## src/rtl/mem_ext_xf.sv

```systemverilog
// Memory-extension / interrupt-control unit: IF/IB/DF field registers with extension bits,
// masked priority interrupts and user-mode traps (enabled by MEM_EXT_TIMESHARE_EN).
// Major state encoding: state = {major[2:0], minor[1:0]} with major F=0, D=1, E=2, H=3.
`timescale 1ns/1ps
module mem_ext_xf #(
  parameter int FIELD_W = 3,
  parameter int IRQ_N   = 4
) (
  input  logic               clk,
  input  logic               reset,
  input  logic [11:0]        instruction,
  input  logic [11:0]        ac,
  input  logic [11:0]        sr,
  input  logic [4:0]         state,
  input  logic               clear,
  input  logic               extd_addrd,
  input  logic               gtf,
  input  logic               int_in_prog,
  input  logic [IRQ_N-1:0]   irq,
  output logic               int_ena,
  output logic               int_inh,
  output logic               int_req,
  output logic [3:0]         irq_id,
  output logic               mskip,
  output logic               UF,
  output logic               UI,
  output logic [FIELD_W-1:0] IF,
  output logic [FIELD_W-1:0] DF,
  output logic [11:0]        me_bus
);
  localparam int XW  = FIELD_W - 3;
  localparam int XBW = (XW > 0) ? XW : 1;
  localparam int SW  = 1 + 2 * FIELD_W;
`ifdef MEM_EXT_TIMESHARE_EN
  localparam bit TS_EN = 1'b1;
`else
  localparam bit TS_EN = 1'b0;
`endif
  localparam logic [4:0] ST_F1 = 5'd1, ST_F2 = 5'd2, ST_F3 = 5'd3, ST_D2 = 5'd6;
  localparam logic [4:0] ST_E0 = 5'd8, ST_E2 = 5'd10, ST_H1 = 5'd13;

  logic [FIELD_W-1:0] if_q, if_d, ib_q, ib_d, df_q, df_d;
  logic [XBW-1:0]     xb_q, xb_d;
  logic [SW-1:0]      sav_q, sav_d;
  logic [IRQ_N-1:0]   mask_q, mask_d;
  logic               uf_q, uf_d, ub_q, ub_d, ui_q, ui_d;
  logic               ena_q, ena_d, dly_q, dly_d, inh_q, inh_d, mskip_q, mskip_d;
  logic [11:0]        bus_q, bus_d;

  logic [2:0]         op;
  logic               iot, kern, trap, srq, cdf_cif, jump;
  logic [IRQ_N-1:0]   act;
  logic [FIELD_W-1:0] new_field, sav_if, sav_df;
  logic               sav_uf;
  logic               unused_sr;

  assign op        = instruction[11:9];
  assign iot       = (op == 3'o6);
  assign kern      = ~uf_q;
  // User-mode trap: any IOT, or a group-2 operate carrying HLT or OSR.
  assign trap      = TS_EN && uf_q && (iot || (op == 3'o7 && instruction[8] && !instruction[0] &&
                                               (instruction[1] || instruction[2])));
  assign act       = irq & mask_q;
  assign srq       = |act;
  assign cdf_cif   = iot && (instruction[8:6] == 3'o2) && (instruction[2:0] != 3'd0) && !instruction[2];
  assign new_field = (FIELD_W'(xb_q) << 3) | FIELD_W'(instruction[5:3]);
  assign sav_uf    = sav_q[SW-1];
  assign sav_if    = sav_q[2*FIELD_W-1:FIELD_W];
  assign sav_df    = sav_q[FIELD_W-1:0];
  assign unused_sr = ^sr[11:6];

  always_comb begin
    if_d = if_q; ib_d = ib_q; df_d = df_q; xb_d = xb_q; sav_d = sav_q; mask_d = mask_q;
    uf_d = uf_q; ub_d = ub_q; ui_d = ui_q; ena_d = ena_q; dly_d = dly_q; inh_d = inh_q;
    mskip_d = mskip_q; bus_d = bus_q; jump = 1'b0;
    case (state)
      ST_F1: begin
        if ((instruction == 12'o6000 && kern && ena_q) || (instruction == 12'o6003 && kern && srq) ||
            (instruction == 12'o6006 && gtf) || (TS_EN && instruction == 12'o6254 && kern && ui_q))
          mskip_d = 1'b1;
      end
      ST_F2: begin
        if (dly_q) begin
          ena_d = 1'b1;
          dly_d = 1'b0;
        end
        if (trap) ui_d = 1'b1;
        else if (kern) begin
          case (instruction)
            12'o6004: bus_d = {2'b00, srq, 1'b0, ena_q | dly_q, sav_q[6:0]};
            12'o6214: bus_d = ac | {6'd0, df_q[2:0], 3'd0};
            12'o6224: bus_d = ac | {6'd0, if_q[2:0], 3'd0};
            12'o6234: bus_d = ac | {5'd0, sav_uf, sav_if[2:0], sav_df[2:0]};
            12'o6245: bus_d = ac | (12'(df_q >> 3) << XW) | 12'(if_q >> 3);
            default: ;
          endcase
        end
        jump = (op == 3'o5) && !instruction[8] && inh_q;
      end
      ST_F3: begin
        mskip_d = 1'b0;
        if (kern && iot) begin
          case (instruction)
            12'o6001: dly_d = 1'b1;
            12'o6000, 12'o6002: begin
              ena_d = 1'b0;
              dly_d = 1'b0;
            end
            12'o6005: begin
              ub_d  = TS_EN ? ac[6] : 1'b0;
              ib_d  = (sav_if & ~FIELD_W'(3'd7)) | FIELD_W'(ac[5:3]);
              df_d  = (sav_df & ~FIELD_W'(3'd7)) | FIELD_W'(ac[2:0]);
              dly_d = 1'b1;
              inh_d = 1'b1;
            end
            12'o6007: begin
              ena_d  = 1'b0;
              dly_d  = 1'b0;
              uf_d   = 1'b0;
              ui_d   = 1'b0;
              mask_d = '1;
            end
            12'o6205: if (XW > 0) xb_d = ac[XBW-1:0];
            12'o6215: mask_d = ac[IRQ_N-1:0];
            12'o6244: begin
              ub_d  = TS_EN ? sav_uf : 1'b0;
              ib_d  = sav_if;
              df_d  = sav_df;
              inh_d = 1'b1;
            end
            12'o6264: if (TS_EN) ub_d = 1'b0;
            12'o6274: if (TS_EN) begin
              ub_d  = 1'b1;
              inh_d = 1'b1;
            end
            12'o6204: if (TS_EN) ui_d = 1'b0;
            default: if (cdf_cif) begin
              if (instruction[0]) df_d = new_field;
              if (instruction[1]) begin
                ib_d  = new_field;
                inh_d = 1'b1;
              end
            end
          endcase
        end
      end
      ST_D2: jump = (op == 3'o5) && inh_q;
      ST_E2: jump = (op == 3'o4) && inh_q;
      ST_E0: if (int_in_prog) begin
        sav_d = {uf_q, if_q, df_q};
        if_d  = '0;
        ib_d  = '0;
        df_d  = '0;
        uf_d  = 1'b0;
        ub_d  = 1'b0;
        ena_d = 1'b0;
        dly_d = 1'b0;
      end
      ST_H1: if (extd_addrd) begin
        if_d = FIELD_W'(sr[5:3]);
        ib_d = FIELD_W'(sr[5:3]);
        df_d = FIELD_W'(sr[2:0]);
        uf_d = 1'b0;
        ub_d = 1'b0;
      end
      default: ;
    endcase
    // A pending CIF/RTF/RMF/SUF is committed by the next JMP/JMS.
    if (jump) begin
      if_d  = ib_q;
      uf_d  = ub_q;
      inh_d = 1'b0;
    end
    if (clear) begin
      if_d = '0; ib_d = '0; df_d = '0; xb_d = '0; sav_d = '0; mask_d = '1;
      uf_d = 1'b0; ub_d = 1'b0; ui_d = 1'b0; ena_d = 1'b0; dly_d = 1'b0; inh_d = 1'b0;
      mskip_d = 1'b0; bus_d = '0;
    end
  end

  always_ff @(posedge clk or negedge reset) begin
    if (!reset) begin
      if_q <= '0; ib_q <= '0; df_q <= '0; xb_q <= '0; sav_q <= '0; mask_q <= '1;
      uf_q <= 1'b0; ub_q <= 1'b0; ui_q <= 1'b0; ena_q <= 1'b0; dly_q <= 1'b0; inh_q <= 1'b0;
      mskip_q <= 1'b0; bus_q <= '0;
    end else begin
      if_q <= if_d; ib_q <= ib_d; df_q <= df_d; xb_q <= xb_d; sav_q <= sav_d; mask_q <= mask_d;
      uf_q <= uf_d; ub_q <= ub_d; ui_q <= ui_d; ena_q <= ena_d; dly_q <= dly_d; inh_q <= inh_d;
      mskip_q <= mskip_d; bus_q <= bus_d;
    end
  end

  // Lowest-numbered active line wins; scan downward so it is assigned last.
  always_comb begin
    irq_id = 4'd0;
    for (int i = IRQ_N - 1; i >= 0; i--)
      if (act[i]) irq_id = 4'(i);
  end

  assign int_req = ena_q & ~inh_q & srq;
  assign int_ena = ena_q;
  assign int_inh = inh_q;
  assign mskip   = mskip_q;
  assign UF      = TS_EN ? uf_q : 1'b0;
  assign UI      = TS_EN ? ui_q : 1'b0;
  assign IF      = if_q;
  assign DF      = df_q;
  assign me_bus  = bus_q;
endmodule

```

## config.mk

```make
export PLATFORM = sky130hd
export DESIGN_NAME = mem_ext_xf
export DESIGN_NICKNAME = d
export VERILOG_FILES = /design/src/rtl/mem_ext_xf.sv
export SDC_FILE = /design/constraint.sdc
export NUM_CORES = 1
export LEC_CHECK = 0
export CAP_MARGIN = 20
export CORE_MARGIN = 4
export CORE_UTILIZATION = 40
export CTS_BUF_LIST = sky130_fd_sc_hd__clkbuf_16
export CTS_CLUSTER_SIZE = 24
export DETAILED_ROUTE_END_ITERATION = 6
export PLACE_DENSITY = 0.77
export SLEW_MARGIN = 20
export SYNTH_ARGS = -nofsm -noshare
export SYNTH_HDL_FRONTEND = slang
export SYNTH_SLANG_ARGS = --single-unit
```

## constraint.sdc

```tcl
create_clock -name clk -period 1.75 [get_ports clk]
set_input_delay 0.525 -clock clk [delete_from_list [all_inputs] [get_ports clk]]
set_output_delay 0.525 -clock clk [all_outputs]
set_load 0.01 [all_outputs]
```

# == After elaboration in Yosys (flattened, before gate mapping) ==
# Cells that the tools add are included.
# totals
ff_bits,38
in_bits,51
elab_cells,183
# op_classes
n_eq_ne,47
n_mux,64
n_bitwise,9
reduce_logical,51
# ops
cell,count
$eq A12 B12 Y1 const B,18
$pmux W12 S5,1
$mux W3,13
$mux W12,3
$pmux W3 S3,4
$mux W4,6
$ne A3 B3 Y1 const B,8
$or A12 B6 Y12,2
$mux W1,23
$mux W7,3
$ne A4 B4 Y1 const B,5
$reduce_and A5 Y1,4
$reduce_bool A4 Y1,5
$eq A5 B4 Y1 const B,3
$ne A5 B5 Y1 const B,3
$pmux W1 S3,5
$reduce_bool A3 Y1,5
$reduce_and A7 Y1,2
$logic_and A1 B1 Y1,13
$or A12 B7 Y12,1
$eq A5 B2 Y1 const B,2
$reduce_bool A2 Y1,5
$eq A3 B3 Y1 const B,3
$reduce_and A3 Y1,3
other kinds (23),31

# == Logic depth before layout (Yosys ltp) ==
# depth
word_depth,10
depth_mapped,8

# == Least setup slack after synthesis ==
# OpenSTA, ideal clock, no wires.
# synth_timing
kind,input to register
start,input instruction[3]
end,"register bus_q[7], in the netlist me_bus[7]"
setup_time_ns,0.121
t_arrival_ns,2.458
required_time_ns,1.629
setup_slack_ns,-0.829
stages,8
path_cell_list,buf_6 or4b_4 or4_1 buf_2 a211o_2 and2_4 buf_6 a22o_1
# synth_between
elab_chain_cells,5
elab_cells_between_ends,11
# synth_lines
element,line,text
"start, declared",11,"input logic [11:0] instruction,"
$eq A12 B12 Y1,89,case (instruction)
$pmux W12 S5,89,
$mux W12,88,else if (kern) begin
$mux W12,76,case (state)
$mux W12,174,if (clear) begin
"end signal, assigned",189,mskip_q <= mskip_d; bus_q <= bus_d;
"end, declared",48,"logic [11:0] bus_q, bus_d;"
# Parallel ways exist; a longest one is shown, timed or not. The select of a mux whose other input is x is not followed.
# A chain may end at the register's enable or synchronous reset.

# == Final worst setup path ==
# layout_timing
start,input instruction[4]
end,"register bus_q[7], in the netlist me_bus[7]"
# The elaborated chain is that of the path after synthesis.

==> reports/qor.log <==
[clocking] total clock buffers created by CTS 5
[worst_setup_path] category of the most critical setup path in2reg
[clocking] H-tree depth 2
[global_route] total routing resource utilization after global routing 0.265
[logic_synthesis] share of the synthesized area in the top cell type 0.309
[timing] upper clock frequency limit 441 MHz
[global_route] first-pass GRT wire length 15700 um
[placement] Place WS -1.16 ns
[timing] relative slew slack 0.586
[routing] TritonRoute pass-1 iters 5
[logic_synthesis] synth unique cells 59
[routing] total DRC errors in the routed layout 0
[global_route] via count of the first global-routing pass 3179
[worst_setup_path] setup slack of the worst register-to-register path 0.08 ns
[placement] hpwl dp 6610 um
[floorplanning] effective utilization at floorplan 0.417
[finish] filler-free cell count of the finished design 520
[power] clock group share of total power 0.375
[clocking] later-pin clock latency in the skew report 0.28 ns
[worst_setup_path] WP data required 1.92 ns
[routing] antenna viol nets, final 0
[hold_path] classification of the worst-slack hold path reg2reg
[power] switching share of power 0.291
[worst_setup_path] cell type group with the largest total delay on the critical path simple AND/OR/NAND/NOR gates
[clocking] buffer cell driving the clock tree root sky130_fd_sc_hd__clkbuf_16
[clocking] number of clock sinks 35
[placement] global placement routability congestion 0.909
[clocking] Clock Pin Slew Worst Setup and Hold Paths 0.06 ns
[power] Switch Pwr 0.690 mW
[clocking] TritonCTS clock tree yes
[logic_synthesis] sequential area share after synthesis 0.350
[logic_synthesis] synthesized area divided by synthesized cell count 9.07 um^2
[floorplanning] Die Y 87.3 um
[worst_setup_path] critical path peak fanout 4
[timing] final cycle utilization of the critical path 1.30
[logic_synthesis] async set-or-reset flop fraction in the synthesized netlist 1.00
[run] Max-cap violations 0
[power] sequential share of power 0.358
[status] status finished, violations left
[routing] starting DRC count in detailed routing 364
[routing] WL final 11600 um
[timing] RSZ-0062 raised after global routing yes
[power] Pwr per Cell Area 487 nW/um^2
[timing] number of setup violations in the final report 31
[logic_synthesis] top cell type by total area after synthesis sky130_fd_sc_hd__dfrtp_1
[floorplanning] Die ar. 7620 um^2
[clocking] deepest clock path buffer count 2
[finish] final cell area excluding filler cells 4870 um^2
[timing] number of endpoints with negative hold slack in the final report 0
[placement] standard cell area after detailed placement 3860 um^2
[finish] layout overhead on the synthesized area 93.9%
[finish] net total in the final layout 495
[power] Gate power share 0.267
[routing] routed vias 3207
[floorplanning] Core Area 6030 um^2
[global_route] pin count of the biggest net entering global routing 36
[placement] number of cells in the design after placement 487
[power] maximum resistive drop on vdd 392 uV
[floorplanning] x dimension of the die 87.3 um
[logic_synthesis] Mapped Area 2510 um^2
[floorplanning] number of rows created at floorplan 28
[worst_setup_path] cells along the critical path buf_8 -> or4b_4 -> or4_4 -> a211o_4 -> and2_4 -> a22o_1
[power] internal power summed over all cells 1.68 mW
[status] violated checks negative setup slack
[logic_synthesis] primary flip-flop cell chosen by synthesis mapping sky130_fd_sc_hd__dfrtp_1
[routing] average wire per cell in the routed design 22.3 um
[worst_setup_path] buffer and inverter count on the worst path 1
[logic_synthesis] Synth warnings 0
[floorplanning] I/O pin cnt 79
[routing] Avg Vias per Cell 6.17
[worst_setup_path] largest stage delay on the critical path 0.55 ns
[timing] setup ws final -0.519 ns
[worst_setup_path] Critical Path Slowest Stage Cell sky130_fd_sc_hd__or4b_4
[power] Leak Pwr 2.29 nW
[logic_synthesis] most frequent cells after synthesis sky130_fd_sc_hd__dfrtp_1 (31), sky130_fd_sc_hd__nor2_1 (21), sky130_fd_sc_hd__nand2_1 (16), sky130_fd_sc_hd__nand3_1 (16), sky130_fd_sc_hd__mux2i_1 (15)
[finish] Inserted Diodes 0
[logic_synthesis] Mapped Cells 277
[worst_setup_path] element type at the critical path start primary input
[global_route] antenna violations before repair 0
[finish] share of layout cells above drive strength 1 0.530
[timing] final critical delay including setup and external delays 2.27 ns
[logic_synthesis] number of synthesized register bits 35
[worst_setup_path] CP endpoint kind flip-flop
[finish] final cell utilization of the core 0.809
[logic_synthesis] most frequent cell after synthesis sky130_fd_sc_hd__dfrtp_1
[clocking] hold buffer count at CTS 0
[logic_synthesis] main area contributors after synthesis sky130_fd_sc_hd__dfrtp_1 (31%), sky130_fd_sc_hd__mux2i_1 (6.0%), sky130_fd_sc_hd__dfstp_2 (4.2%), sky130_fd_sc_hd__mux2_2 (4.0%), sky130_fd_sc_hd__nand3_1 (3.2%)
[worst_setup_path] WP data arrival 2.44 ns
[timing] post-route clock skew 0.00633 ns
[logic_synthesis] number of enable-type register cells in the synthesized netlist 0
[timing] final-report max-slew violation count 0
[placement] port bufs 68
[global_route] Remaining Overflow, GRT 0
[timing] slew at the pin closest to its max-slew limit 0.606 ns
worst register-to-register path, cell delays in order (launching register included):
cell and delay, ns:
sky130_fd_sc_hd__dfstp_2 0.54, sky130_fd_sc_hd__a22o_1 0.17, sky130_fd_sc_hd__buf_4 0.12, sky130_fd_sc_hd__o21ai_0 0.11, sky130_fd_sc_hd__a21boi_1 0.27, sky130_fd_sc_hd__o2111ai_4 0.15
sky130_fd_sc_hd__a211oi_2 0.24
power groups by stage:
| stage | combinational, mW | sequential [mW] | clock, mW |
|---|---|---|---|
| 2_1_floorplan | 0.179 | 0.861 | 0 |
| 3_3_place_gp | 0.479 | 0.859 | 0 |
| 3_5_place_dp | 0.484 | 0.857 | 0 |
| 4_1_cts | 0.552 | 0.844 | 0.868 |
| 5_1_grt | 0.666 | 0.852 | 0.933 |
| 6_report | 0.633 | 0.850 | 0.889 |
through the flow:
step	setup TNS (ns)	hold slack, ns	power, mW
after global routing	-10.22	0.527	2.45
after CTS	-9.09	0.499	2.26
after global placement	-32.34	0.491	1.34
final	-8.86	0.500	2.37
after floorplan	-14.41	0.229	1.04
after detailed placement	-32.67	0.480	1.34
worst paths after layout:
path,start,end,cells past startpoint
max in group asynchronous,reset,mask_q[3]$_DFFE_PN1P_,2
setup reg to reg,mask_q[2]$_DFFE_PN1P_,mskip$_DFFE_PN0P_,6
setup / recovery,instruction[4],me_bus[7]$_DFFE_PN0P_,6
hold / removal,me_bus[5]$_DFFE_PN0P_,me_bus[5]$_DFFE_PN0P_,1
min in group asynchronous,reset,int_ena$_DFFE_PN0P_,2
hold reg to reg,me_bus[5]$_DFFE_PN0P_,me_bus[5]$_DFFE_PN0P_,1
layer usage:
layer / wire (um) / track usage / share of wire
met3: 751 / 0.0511 / 0.065
met5: 0 / 0 / 0
met2: 5830 / 0.448 / 0.50
met1: 4500 / 0.324 / 0.39
met4: 517 / 0.124 / 0.045
sequential cells by signal, indices dropped and copies added (netlist names):
signal	cells
DF	3
IF	3
dly_q	1
ib_q	3
int_ena	1
int_inh	1
mask_q	4
me_bus	12
mskip	1
sav_q	6
timing repair:
action	CTS	global route
endpoints found under the setup margin	44	42
pin swaps	46	35
setup buffers	23	10
cloned	1	0
gates resized for setup	183	76
cells in the final DEF (no fill, tap or decap), types with 7 or more instances in the layout:
cell	count
sky130_fd_sc_hd__nor2_1	16
sky130_fd_sc_hd__dlygate4sd2_1	7
sky130_fd_sc_hd__nand2_1	14
sky130_fd_sc_hd__a22o_1	8
sky130_fd_sc_hd__dfrtp_1	31
sky130_fd_sc_hd__clkdlybuf4s50_1	32
sky130_fd_sc_hd__mux2i_1	15
sky130_fd_sc_hd__mux2_4	8
sky130_fd_sc_hd__inv_1	13
sky130_fd_sc_hd__nand3_2	8
sky130_fd_sc_hd__dlymetal6s2s_1	7
sky130_fd_sc_hd__nand3_1	8
sky130_fd_sc_hd__buf_2	11
sky130_fd_sc_hd__buf_4	83
sky130_fd_sc_hd__a211oi_2	7
sky130_fd_sc_hd__buf_6	26
logic make-up (layout without fill, tap and decap cells):
group | Yosys count | after routing | share of synthesized area
multiplexers | 24 | 24 | 0.100
AND/OR/NAND/NOR | 112 | 113 | 0.259
other | 1 | 4 | 0.00149
XOR/XNOR | 2 | 2 | 0.00697
flip-flops | 35 | 35 | 0.350
buffers and inverters | 30 | 194 | 0.0617
AO/OA/AOI/OAI | 73 | 73 | 0.221
cell type report:
class,count,area (um^2)
flip-flops and latches,35,881
clock inverters,3,16.3
multi-input cells,216,2150
inverters,12,45.0
clock buffers,5,125
fillers,340,1150
well taps,75,93.8
repair buffers,174,1560
Power figures use the tool's default switching activity.
==> variant (same flow settings) <==
The option `MEM_EXT_TIMESHARE_EN` is turned on by a define.
--- a/src/rtl/mem_ext_xf.sv
+++ b/src/rtl/mem_ext_xf.sv
@@ -3,4 +3,6 @@
 // Major state encoding: state = {major[2:0], minor[1:0]} with major F=0, D=1, E=2, H=3.
 `timescale 1ns/1ps
+`define MEM_EXT_TIMESHARE_EN
+
 module mem_ext_xf #(
   parameter int FIELD_W = 3,
Behaviour: not the same (Yosys sat finds a counterexample within 4 cycles, from zero or initial values and one cycle with reset low).
==> variant against the unedited design <==
The flow still finishes with violations (setup timing); power increased by 16%; synthesized area increased by 11%; count of clock-buffer cells in the layout unchanged; wire length increased by 30%; final area increased by 12%; worst setup slack improved by 100 ps; die area increased by 9.8%; first-iteration DRC count increased by 47%; sequential cell count increased by 4.
==> variant: results (changes against the unedited design) <==
status: "finished with violations"
violations: "setup timing"
track_usage: 0.316  # +0.0508
grt_util_met1: 0.377  # +0.0530
p_leak_nw: 2.37  # +3.6%
m1WireLength_mm: 5.66  # +26%
cts.sinks: 39  # +11%
htreeDepth: 2  # unchanged
rr_worst_depth: 7  # +1
cp_slowest_cell: "or4_4"
peakVddDrop_mv: 0.411  # +4.8%
wl_met3_mm: 1.40  # +87%
hold_class: "in2async"
crit_fanout: 5  # +1
netlist_top_cells_area: "dfrtp_1 31%, nand2_1 8.1%, a21oi_1 4.7%, mux2_2 4.0%, nor2_1 4.0%"
switchingPower_mw: 0.798  # +16%
vias: 4007  # +25%
pre_cts_ws_ps: -1060  # +97.8 ps
drive_gt1_frac: 0.529  # -0.00126
grt_pass1_wl_mm: 21.0  # +34%
cp.arrival_ps: 2330  # -110 ps
clk_path_buf_depth: 2  # unchanged
slew_headroom: 0.639  # +0.0528
use_met3: 0.0762  # +0.0251
root_buffer: "clkbuf_16"
synthTopCellsByCount: "60 x nand2_1, 35 x dfrtp_1, 30 x nor2_1, 26 x a21oi_1, 17 x o21ai_0"
final.setup.tns_ps: -7190  # +1670 ps
dp_hpwl_mm: 8.20  # +24%
final_nets: 583  # +18%
finalClockSkew_ps: 10.5  # +4.20 ps
fill_cells: 364  # +7.1%
portBuffers: 70  # +2.9%
routed_wl_mm: 15.1  # +30%
setup_slack_ps: -416  # +102 ps
gp_congestion: 0.953  # +4.8%
dpl_cell_area_sq_um: 4290  # +11%
route.met2.wl_mm: 7.18  # +23%
power_density_nw_per_um2: 505  # +3.7%
grt_max_degree: 40  # +11%
multi_input_area_sq_um: 2460  # +14%
avgViaCountPerCell: 6.37  # +3.3%
synth_cell_types: 58  # -1.7%
drt_iter0_markers: 536  # +47%
p_clk_frac: 0.384  # +0.009
syn_area_per_cell_sq_um: 7.98  # -12%
seq_cell_power_mw: 0.942  # +11%
antenna_found_initial: 0  # unchanged
synth.yosys.seq_area_share: 0.352  # +0.00162
setup_viol: 31  # unchanged
met2_usage: 0.536  # +0.0883
slowest_delay_ps: 550  # about the same
## variant: cell count changes in the layout (fill, tap and decap cells not counted), moves of 9 or more
| cell | change |
|---|---|
| nand2_1 | +36 |
| buf_6 | +16 |
| mux2i_1 | -14 |
| nor2_4 | +11 |
| o21ai_1 | +12 |
| inv_1 | -9 |
| a21oi_1 | +10 |
## variant: cell families (layout without fill, tap and decap cells)
group	Yosys count	in the layout	synth area share
compound gates	104	107	0.251
xor+xnor	3	3	0.00943
buf+inv	26	206	0.0391
flops	39	39	0.352
mux	11	11	0.0440
other cells	1	2	0.00135
simple gates	165	165	0.303
## variant: final timing paths
check / from / end / slack [ps]
max: instruction[4] / me_bus[5]$_DFFE_PN0P_ / -420
min: reset / me_bus[1]$_DFFE_PN0P_ / 300
max reg2reg: mask_q[0]$_DFFE_PN1P_ / mskip$_DFFE_PN0P_ / -180
min reg2reg: me_bus[0]$_DFFE_PN0P_ / me_bus[0]$_DFFE_PN0P_ / 500
max in group asynchronous: reset / mskip$_DFFE_PN0P_ / 1070
min in group clk: me_bus[0]$_DFFE_PN0P_ / me_bus[0]$_DFFE_PN0P_ / 500
## variant: timing repair
item / in CTS / in global routing
setup endpoints to repair: 52 / 44
resized for setup: 225 / 71
gates cloned: 3 / 1
pin swaps: 62 / 41
setup buffers: 29 / 8
## variant: layout make-up
| cell class | count | area share |
|---|---|---|
| multi-input cells | 288 | 0.449 |
| repair buffers | 193 | 0.316 |
| flip-flops and latches | 39 | 0.179 |
| clock buffers | 5 | 0.0229 |
| well taps | 96 | 0.0219 |
| clock inverters | 3 | 0.00709 |
| inverters | 5 | 0.00343 |
## variant: critical path: cells and delay by family
| family | cells | cell delay [ps] |
|---|---|---|
| AND/OR/NAND/NOR | 2 | 950 |
| AO/OA/AOI/OAI | 3 | 590 |
| buffers and inverters | 2 | 260 |
